--- src/rtl/ee354_project_dirn_queue.sv ---
// Snake heading queue: buffers direction presses and applies one per movement step; outputs registered, one cycle after the step/press.
// No backpressure: presses that are full, repeated or reversing are dropped and counted.
module ee354_project_dirn_queue #(
    parameter int         DEPTH     = 4,
    parameter logic [1:0] INIT_DIRN = 2'b11
) (
    input  logic       Clk,
    input  logic       Reset,
    input  logic       Run,
    input  logic       Speed_Clk,
    input  logic       Btn_Valid,
    input  logic [1:0] Btn_Dirn,
    output logic [1:0] Cur_Dirn,
    output logic       Move_Tick,
    output logic       Dirn_Changed,
    output logic [3:0] Depth,
    output logic       Empty,
    output logic       Full,
    output logic [7:0] Drop_Count
);

    localparam int             PW      = $clog2(DEPTH);
    localparam logic [PW-1:0]  LAST    = PW'(DEPTH - 1);
    localparam logic [3:0]     DEPTH_W = 4'(DEPTH);

    logic [1:0]    r_mem [DEPTH];
    logic [PW-1:0] r_rd_ptr;
    logic [PW-1:0] r_wr_ptr;
    logic          r_spd_q;
    logic          r_armed;

    logic          w_step;
    logic [PW-1:0] w_tail_idx;
    logic [1:0]    w_ref;
    logic [1:0]    w_head;
    logic          w_opp;
    logic          w_push;
    logic          w_drop;
    logic          w_pop;
    logic [3:0]    w_depth_nxt;

    function automatic logic [PW-1:0] f_inc(input logic [PW-1:0] p);
        return (p == LAST) ? '0 : p + 1'b1;
    endfunction

    // r_armed blocks a step until Speed_Clk has been seen low after reset,
    // so a level that was already high at reset release is not a rising edge.
    assign w_step      = Speed_Clk & ~r_spd_q & r_armed;
    assign w_tail_idx  = (r_wr_ptr == '0) ? LAST : r_wr_ptr - 1'b1;
    assign w_ref       = Empty ? Cur_Dirn : r_mem[w_tail_idx];
    assign w_head      = r_mem[r_rd_ptr];
    assign w_opp       = (Btn_Dirn[1] == w_ref[1]) && (Btn_Dirn[0] != w_ref[0]);
    assign w_push      = Run & Btn_Valid & ~Full & (Btn_Dirn != w_ref) & ~w_opp;
    assign w_drop      = Run & Btn_Valid & ~w_push;
    assign w_pop       = Run & w_step & ~Empty;
    assign w_depth_nxt = Depth + {3'b000, w_push} - {3'b000, w_pop};

    always_ff @(posedge Clk) begin
        if (w_push) begin
            r_mem[r_wr_ptr] <= Btn_Dirn;
        end
    end

    always_ff @(posedge Clk or posedge Reset) begin
        if (Reset) begin
            r_spd_q      <= 1'b0;
            r_armed      <= 1'b0;
            r_rd_ptr     <= '0;
            r_wr_ptr     <= '0;
            Cur_Dirn     <= INIT_DIRN;
            Move_Tick    <= 1'b0;
            Dirn_Changed <= 1'b0;
            Depth        <= 4'd0;
            Empty        <= 1'b1;
            Full         <= 1'b0;
            Drop_Count   <= 8'd0;
        end else begin
            r_spd_q <= Speed_Clk;
            r_armed <= r_armed | ~Speed_Clk;
            if (!Run) begin
                r_rd_ptr     <= '0;
                r_wr_ptr     <= '0;
                Cur_Dirn     <= INIT_DIRN;
                Move_Tick    <= 1'b0;
                Dirn_Changed <= 1'b0;
                Depth        <= 4'd0;
                Empty        <= 1'b1;
                Full         <= 1'b0;
            end else begin
                Move_Tick    <= w_step;
                Dirn_Changed <= w_pop && (w_head != Cur_Dirn);
                if (w_push) begin
                    r_wr_ptr <= f_inc(r_wr_ptr);
                end
                if (w_pop) begin
                    r_rd_ptr <= f_inc(r_rd_ptr);
                    Cur_Dirn <= w_head;
                end
                Depth <= w_depth_nxt;
                Empty <= (w_depth_nxt == 4'd0);
                Full  <= (w_depth_nxt == DEPTH_W);
                if (w_drop && Drop_Count != 8'hFF) begin
                    Drop_Count <= Drop_Count + 8'd1;
                end
            end
        end
    end

endmodule

--- config.mk ---
export PLATFORM = sky130hd
export DESIGN_NAME = ee354_project_dirn_queue
export DESIGN_NICKNAME = d
export VERILOG_FILES = /design/src/rtl/ee354_project_dirn_queue.sv
export SDC_FILE = /design/constraint.sdc
export NUM_CORES = 1
export LEC_CHECK = 0
export ABC_AREA = 1
export CORE_MARGIN = 2
export CORE_UTILIZATION = 35
export DETAILED_ROUTE_END_ITERATION = 7
export GPL_TIMING_DRIVEN = 0
export PLACE_DENSITY_LB_ADDON = 0.3
export SYNTH_ARGS = -nofsm -noshare
export SYNTH_HDL_FRONTEND = slang
export SYNTH_SLANG_ARGS = --single-unit
--- constraint.sdc ---
create_clock -name Clk -period 4.35 [get_ports Clk]
set_input_delay 0.87 -clock Clk [delete_from_list [all_inputs] [get_ports Clk]]
set_output_delay 0.87 -clock Clk [all_outputs]
set_load 0.02 [all_outputs]
After elaboration in Yosys (flattened, before gate mapping):

Memories as Yosys holds them, arrays and structs flattened.
Cells that the tools add are included.

* register bits: 24
* latch bits: 0
* RAM bits: 8
* ROM bits: 0
* bits of input ports: 7
* memories: 1

* $add $sub $neg: 6
* $mul: 0
* div/mod/pow operators: 0
* $lt $le $gt $ge: 0
* equality and inequality tests: 10
* shift operators: 0
* mux-type cells: 17
* bitwise logic cells: 16
* reduce and logical (&&, ||, !) cells: 6

Memory list
* r_mem: words 4, width 2, rd ports 2, clocked after Yosys merged registers in 0, write ports 1, line 26 `logic [1:0] r_mem [DEPTH];`

Operator list (number)
* two-way mux 2 bit: 10
* bitwise AND 1 bit: 9
* adder 8 x 1 -> 8 bit, second input constant: 1
* != test 8 bit, second input constant: 1
* two-way mux 1 bit: 6
* inverter 1 bit: 6
* adder 2 x 1 -> 2 bit, second input constant: 2
* adder 4 x 1 -> 4 bit: 1
* == test 2 bit, second input constant: 2
* == test 4 x 3 -> 1 bit, second input constant: 1
* zero test 4 bit: 1
* two-way mux 4 bit: 1
* != test 2 x 1 -> 1 bit, second input constant: 2
* != test 2 bit: 2
* subtractor 4 x 1 -> 4 bit: 1
* logical AND 1 bit: 3
* zero test 2 bit: 1
* AND reduction 2 bit: 1
* subtractor 2 x 1 -> 2 bit, second input constant: 1
* == test 1 bit: 1
* != test 1 bit: 1
* OR 1 bit: 1

Logic depth before layout (Yosys ltp):

Gate-level depths: netlist of the first run.
An unclocked memory read counts as a cell.

* word-level depth: 12
* depth in mapped cells: 20
* mapped depth without buffers: 19

Worst setup path after synthesis of the first run:

OpenSTA, ideal clock, no wires.

* path kind: input to register
* from: input port Run
* to: register Full
* library setup time: 86 ps
* data arrival time: 2838 ps
* slack: 1426 ps
* stages on the path: 12
* buffers on the path: 2
* cells stage by stage: buf_4 > inv_2 > nor3_4 > nand2_8 > buf_12 > ha_1 > inv_1 > ha_1 > fa_1 > nor2_1 > nand2_1 > nor3_1

* cells in the longest elaborated chain, start to end: 8
* elaborated cells between the ends (all ways): 10
* classes of those cells: add/sub: 2; eq/ne: 1; mux: 1; bitwise: 6

Ends and longest elaborated chain
* start: declaration: line 9 `input logic Run,`
* bitwise AND 1 bit (4 in series): line 53 `assign w_push = Run & Btn_Valid & ~Full & (Btn_Dirn != w_ref) & ~w_opp;`
* adder 4 x 1 -> 4 bit: line 56 `assign w_depth_nxt = Depth + {3'b000, w_push} - {3'b000, w_pop};`
* subtractor 4 x 1 -> 4 bit: line 56
* == test 4 x 3 -> 1 bit: line 101 `Full <= (w_depth_nxt == DEPTH_W);`
* two-way mux 1 bit *: line 80 `if (!Run) begin`
* end signal: assignment: line 101
* end: declaration: line 18 `output logic Full,`

Every way passes the cells marked *; elsewhere a longest branch is shown, timed or not.
A chain may end at the register's enable or synchronous reset.

Worst setup path in the final report of the first run:

* from: input port Btn_Valid
* to: register Full

* cells in the longest elaborated chain, start to end: 8

Ends and longest elaborated chain
* start: declaration: line 11 `input logic Btn_Valid,`
* bitwise AND 1 bit (4 in series): line 53
* adder 4 x 1 -> 4 bit: line 56
* subtractor 4 x 1 -> 4 bit: line 56
* == test 4 x 3 -> 1 bit: line 101
* two-way mux 1 bit: line 80

Every way passes these cells.

==> results.json, run 1 <==
{
  "port_buffers": 23,
  "yosys-top-cells-area": "dfrtp_1 (30%), edfxtp_1 (14%), nand2_1 (8.1%)",
  "synth_fa_ha_area_share_pct": 7.69,
  "grt_pass1_wl_mm": 5.66,
  "die_w_um": 74.2,
  "design_area_um2": 2150,
  "p_leak_nw": 0.976,
  "fin_util_pct": 45.4,
  "slew_violations": 0,
  "setup_viol": 0,
  "finalHoldViolCount": 0,
  "yosys.area.top_type": "dfrtp_1",
  "syn_nets": 195,
  "synth_top_family_by_area": "simple AND/OR/NAND/NOR gates",
  "yosys_warnings": 0,
  "yosys.area_share.simple_pct": 25.6,
  "highest_layer": "met4",
  "ys_seq_area_share_pct": 49.0,
  "core-area_um2": 4720,
  "gp_congestion": 0.760,
  "num_rows": 25,
  "grtUsageTotal_pct": 13.8,
  "postCtsHoldBufs": 0,
  "ant_nets": 0,
  "cts.sinks": 32,
  "layout-drive-gt1-share_pct": 14.4,
  "ioPinCount": 25,
  "grt.overflow.total": 0,
  "ys_ff_latch": 32,
  "synth-async-reset-ratio_pct": 75.0,
  "yosysTopAreaCellShare_pct": 30.5,
  "slew_headroom_pct": 36.4,
  "vias": 1245,
  "dr.pass1.iters": 4,
  "synthFlopType": "dfrtp_1",
  "cts_buffers": 5,
  "multiInputGateArea_um2": 758,
  "clock_latency_ns": 0.28,
  "synthMuxAreaShare_pct": 0,
  "hold_depth": 2,
  "status": "completed",
  "wl_met2_mm": 1.56,
  "max_freq_mhz": 323,
  "netlist_top_cells_count": "nand2_1 (37), inv_1 (22), dfrtp_1 (21)",
  "first_global_vias": 1239,
  "cts.clk_slew.worst_paths_ns": 0.07,
  "drc": 0,
  "syn_area_per_cell_um2": 9.69,
  "cts_max_path_buffers": 2,
  "cp.required_ns": 4.55,
  "crit_slowest_cell": "clkdlybuf4s50_1",
  "htree_levels": 2,
  "post_drt_wl_per_cell_um": 11.9,
  "drt-total-wl_mm": 3.28,
  "synth_xor_xnor_area_share_pct": 5.59,
  "synth-edff-count": 8,
  "fill_cells": 474,
  "final.min_clock_period_ns": 3.10,
  "die-area_um2": 5500,
  "yosysUniqueCellTypes": 27,
  "start_kind": "input port",
  "diodes": 0,
  "peakVddDrop_mv": 0.249,
  "cp_num_buf_inv": 4,
  "drt-met1-wl_mm": 1.53,
  "start_util_pct": 36.5,
  "grt_max_degree": 25,
  "antenna_found_initial": 0,
  "post_cts_resized": 0,
  "path_delay_family": "adder cells",
  "syn_area_um2": 1720,
  "timing.final.crit_share_pct": 71.2,
  "cp-end-kind": "flop",
  "worst_pin_slew_ns": 0.954,
  "seqCellArea_um2": 845,
  "finalSetupTns_ns": 0,
  "place_area_um2": 2040,
  "crit_path_cell_trace": "clkdlybuf4s50_1 -> inv_1 -> nor3_4 -> nand2_8 -> buf_12 -> ha_1 -> inv_1 -> ha_1 -> fa_1 -> nor2_1 -> nand2_1 -> nor3_1",
  "dp_hpwl_mm": 2.37,
  "path_class": "input port to flop",
  "vias_per_cell": 4.51,
  "max_cap_violations": 0,
  "worst_ep_arrival_time_ns": 3.29,
  "cts_tree": "built",
  "synthToLayoutAreaGrowth_pct": 24.5,
  "synthCells": 178,
  "worstHoldPathType": "flop to flop",
  "p_per_area_nw_per_um2": 483,
  "cp.depth": 12,
  "clock_skew_ns": 0.00423,
  "rr_worst_depth": 18,
  "cp_max_fo": 10,
  "rsz0062_at_grt": "no",
  "finalNetCount": 225,
  "max_stage_delay_ns": 0.47,
  "yosysMostFrequentCell": "nand2_1",
  "drt_iter0_drc": 29,
  "post_cts_buffers": 0,
  "die_y_um": 74.2,
  "route.met3.wl_um": 143,
  "synth_compound_area_share_pct": 5.08,
  "cts_root_buffer": "clkbuf_8"
}
[per-stage QoR]
stage               cells  worst slack (ns)  hold WS, ns  power (mW)
floorplan             178              1.43        0.427       0.640
global placement      268             0.983        0.439       0.757
detailed placement    268             0.969        0.446       0.764
CTS                   276              1.24        0.461        1.05
global route          276              1.03        0.485        1.10
finish                276              1.25        0.461        1.04
[final cells by class]
cell class	count	share of cell area (%)
Buffer	2	1.28
Clock buffer	6	3.38
Clock inverter	2	1.63
Inverter	25	4.37
Multi-Input combinational cell	119	35.3
Sequential cell	32	39.4
Tap cell	67	3.91
Timing Repair Buffer	23	10.7
[final timing paths]
kind	startpoint	end	slack (ns)
worst max-delay path	Btn_Valid	Full$_DFF_PP0_	1.25
worst min-delay path	r_armed$_DFF_PP0_	r_armed$_DFF_PP0_	0.46
worst max register to register	r_wr_ptr[0]$_DFFE_PP0P_	Full$_DFF_PP0_	1.27
worst min register to register	r_armed$_DFF_PP0_	r_armed$_DFF_PP0_	0.46
max in group asynchronous	Reset	r_wr_ptr[1]$_DFFE_PP0P_	2.67
min in group asynchronous	Reset	Drop_Count[4]$_DFFE_PP0P_	1.10
[cells in the final DEF (no fill, tap or decap)]
master           instances
nor2_2                   3
ha_1                     9
or2_2                    1
a21oi_1                  6
bufinv_16                1
xnor2_1                  6
nand3_1                 16
clkinv_2                 1
nand4_1                  2
inv_2                    3
nand2_8                  1
buf_12                   1
nand2_4                  2
clkbuf_8                 5
edfxtp_1                 8
inv_1                   22
nor3_1                   2
nand2_1                 37
nand2_2                  1
o22a_1                   2
dfrtp_1                 21
buf_4                    1
fa_1                     1
o21ai_0                  7
nor2_1                  10
dfstp_2                  3
nor3_4                   3
xor2_1                   5
o21ai_1                  1
nand3_2                  4
clkdlybuf4s50_1         23
clkbuf_1                 1
[layer usage]
metal,vias up,global-route usage (%)
li1,636,-
met5,-,0
met3,7,4.07
met1,578,16.6
met4,0,5.45
met2,24,23.2
[worst register-to-register path, delay by kind of cell, from the launching register on]
kind	cells	cell delay, ns
fa+ha+maj	4	1.14
buf+inv	4	0.42
flops	1	0.46
simple gates	10	1.00
[kinds of logic after synthesis]
| kind of cell | count (synthesis) |
|---|---|
| buffers and inverters | 27 |
| xor gates and xnor gates | 11 |
| DFF | 32 |
| adders and majority gates | 10 |
| AOI/OAI and AO/OA | 16 |
| and+or+nand+nor | 82 |
[sequential cells by signal, indices dropped and copies added (netlist names)]
register and flops:
r_spd_q 1, Empty 1, Dirn_Changed 1, Full 1, Move_Tick 1, r_armed 1
r_mem 8, Cur_Dirn 2, r_wr_ptr 2, Depth 4, r_rd_ptr 2, Drop_Count 8
[power by group]
group	switching, mW	internal, mW	total (mW)
Clock	0.109	0.170	0.279
Sequential	0.0487	0.357	0.405
Combinational	0.196	0.157	0.352
No activity file was read; power rests on OpenSTA's default activity.
==> inputs of run 2 (changes only) <==
- clock period: 4.35 -> 3.1 ns (I/O delays scaled with it)
==> results.json, run 2 (same netlist as run 1, synthesis figures left out) <==
{
  "grtUsageTotal_pct": 13.8,
  "clock_latency_ns": 0.28,
  "worstReg2RegEnd": "Empty$_DFF_PP1_",
  "cts_max_path_buffers": 2,
  "cts_tree": "built",
  "timing.rr.start": "r_wr_ptr[0]$_DFFE_PP0P_",
  "final_cell_count_no_fill": 278,
  "ant_nets": 0,
  "layout_commonest_cell": "nand2_1",
  "ioPinCount": 25,
  "cts_buffers": 5,
  "start_util_pct": 36.5,
  "worstHoldPathType": "flop to flop",
  "antenna_found_initial": 0,
  "slew_violations": 0,
  "p_leak_nw": 0.991,
  "cts_root_buffer": "clkbuf_8",
  "synthToLayoutAreaGrowth_pct": 26.1,
  "htree_levels": 2,
  "grt_max_degree": 25,
  "cts.sinks": 32,
  "drt-total-wl_mm": 3.34,
  "vias_per_cell": 4.52,
  "die-area_um2": 5500,
  "dp_hpwl_mm": 2.37,
  "num_rows": 25,
  "cp-startpoint": "r_wr_ptr[0]$_DFFE_PP0P_",
  "final.min_clock_period_ns": 2.99,
  "clock_skew_ns": 0.00338,
  "cp.required_ns": 3.31,
  "dp.cells": 268,
  "drc": 0,
  "peakVddDrop_mv": 0.349,
  "gp_congestion": 0.760,
  "finalHoldViolCount": 0,
  "port_buffers": 23,
  "finalNetCount": 227,
  "cp-end-kind": "flop",
  "rr_worst_depth": 18,
  "status": "completed",
  "finalHoldWorstSlack_ns": 0.460,
  "worst_pin_slew_ns": 0.957,
  "fin_util_pct": 46.0,
  "hold_depth": 2,
  "die_w_um": 74.2,
  "max_freq_mhz": 334,
  "final_cell_mix": "nand2_1 (37), clkdlybuf4s50_1 (23), inv_1 (21), dfrtp_1 (20), nand3_1 (16)",
  "layout-drive-gt1-share_pct": 17.1,
  "cts.clk_slew.worst_paths_ns": 0.07,
  "worstHoldStart": "r_armed$_DFF_PP0_",
  "worst_ep_arrival_time_ns": 3.21,
  "reg.largest.list": "Drop_Count (8), r_mem (8), Depth (4)",
  "path_class": "flop to flop",
  "first_global_vias": 1239,
  "grt_pass1_wl_mm": 5.66,
  "setup_viol": 0,
  "cp_max_fo": 10,
  "max_cap_violations": 0,
  "start_kind": "flop",
  "vias": 1256,
  "report.power.total_mw": 1.48,
  "post_drt_wl_per_cell_um": 12.0,
  "grt.overflow.total": 0,
  "slew_headroom_pct": 36.1,
  "dr.pass1.iters": 4,
  "core-area_um2": 4720,
  "drt_iter0_drc": 33,
  "diodes": 0,
  "p_per_area_nw_per_um2": 680,
  "regToRegSetupSlack_ns": 0.11,
  "rsz0062_at_grt": "yes",
  "min_to": "r_armed$_DFF_PP0_",
  "die_y_um": 74.2,
  "timing.final.crit_share_pct": 96.5
}
[run 2: cell types whose count changed in the layout (fill, tap and decap cells not counted), sizes merged]
cell	delta
buf	+2
[run 2: what timing repair did]
action / 4_1_cts / 5_1_grt
resized for setup: 1 / 3
pin swaps: 0 / 1
setup buffers: 0 / 2
hold buffers: 0 / 0
setup endpoints to repair: 1 / 2
[run 2: cell type report]
cell class                 count  area (um2)
buffer                         2        27.5
clock buffer                   6        72.6
clock inverter                 2        35.0
fill                         471        2550
inverter                      25        93.8
multi-input combinational    119         771
sequential                    32         846
tap                           67        83.8
timing repair buffer          25         245
[run 2: routing by layer]
layer	vias up	GRT usage (%)	share of wire, %	wire [um]
met5	-	0	0	0
met4	0	5.45	1.6	53
met3	7	4.07	4.5	151
met2	26	23.2	48	1610
met1	583	16.6	46	1530
li1	640	-	-	-
[run 2: per-stage QoR]
step / setup slack [ns] / instance area, um2 / TNS [ns]
after global placement: -0.0170 / 2040 / -0.0170
after floorplan: 0.350 / 1720 / 0
final: 0.108 / 2170 / 0
after CTS: 0.0705 / 2150 / 0
after detailed placement: -0.0305 / 2040 / -0.0305
after global routing: -0.0497 / 2170 / -0.0497
[run 2: how the worst max path moves through the flow]
stage               slack [ns]               to
floorplan                 0.35   Full$_DFF_PP0_
global placement         -0.02   Full$_DFF_PP0_
detailed placement       -0.03   Full$_DFF_PP0_
CTS                       0.07   Full$_DFF_PP0_
global route             -0.05  Empty$_DFF_PP1_
finish                    0.11  Empty$_DFF_PP1_
[run 2: critical path, cell delays in order (launching register included)]
cell and delay (ns):
dfrtp_2 0.42, inv_2 0.07, ha_1 0.19, inv_1 0.10, nand2_1 0.08, nand2_1 0.07
nand3_1 0.10, nand3_1 0.11, nand3_2 0.09, nand2_4 0.11, nand2_8 0.08, buf_12 0.16
ha_1 0.27, inv_1 0.04, ha_1 0.20, fa_1 0.42, xnor2_2 0.24, nor2_1 0.09
a21oi_1 0.12
[run 2: power by group]
| part | switching (mW) | internal (mW) | leakage, nW | total, mW |
|---|---|---|---|---|
| logic | 0.287 | 0.231 | 0.557 | 0.518 |
| clock network | 0.153 | 0.238 | 0.0552 | 0.391 |
| registers | 0.0685 | 0.501 | 0.379 | 0.569 |
| total | 0.509 | 0.970 | 0.991 | 1.48 |
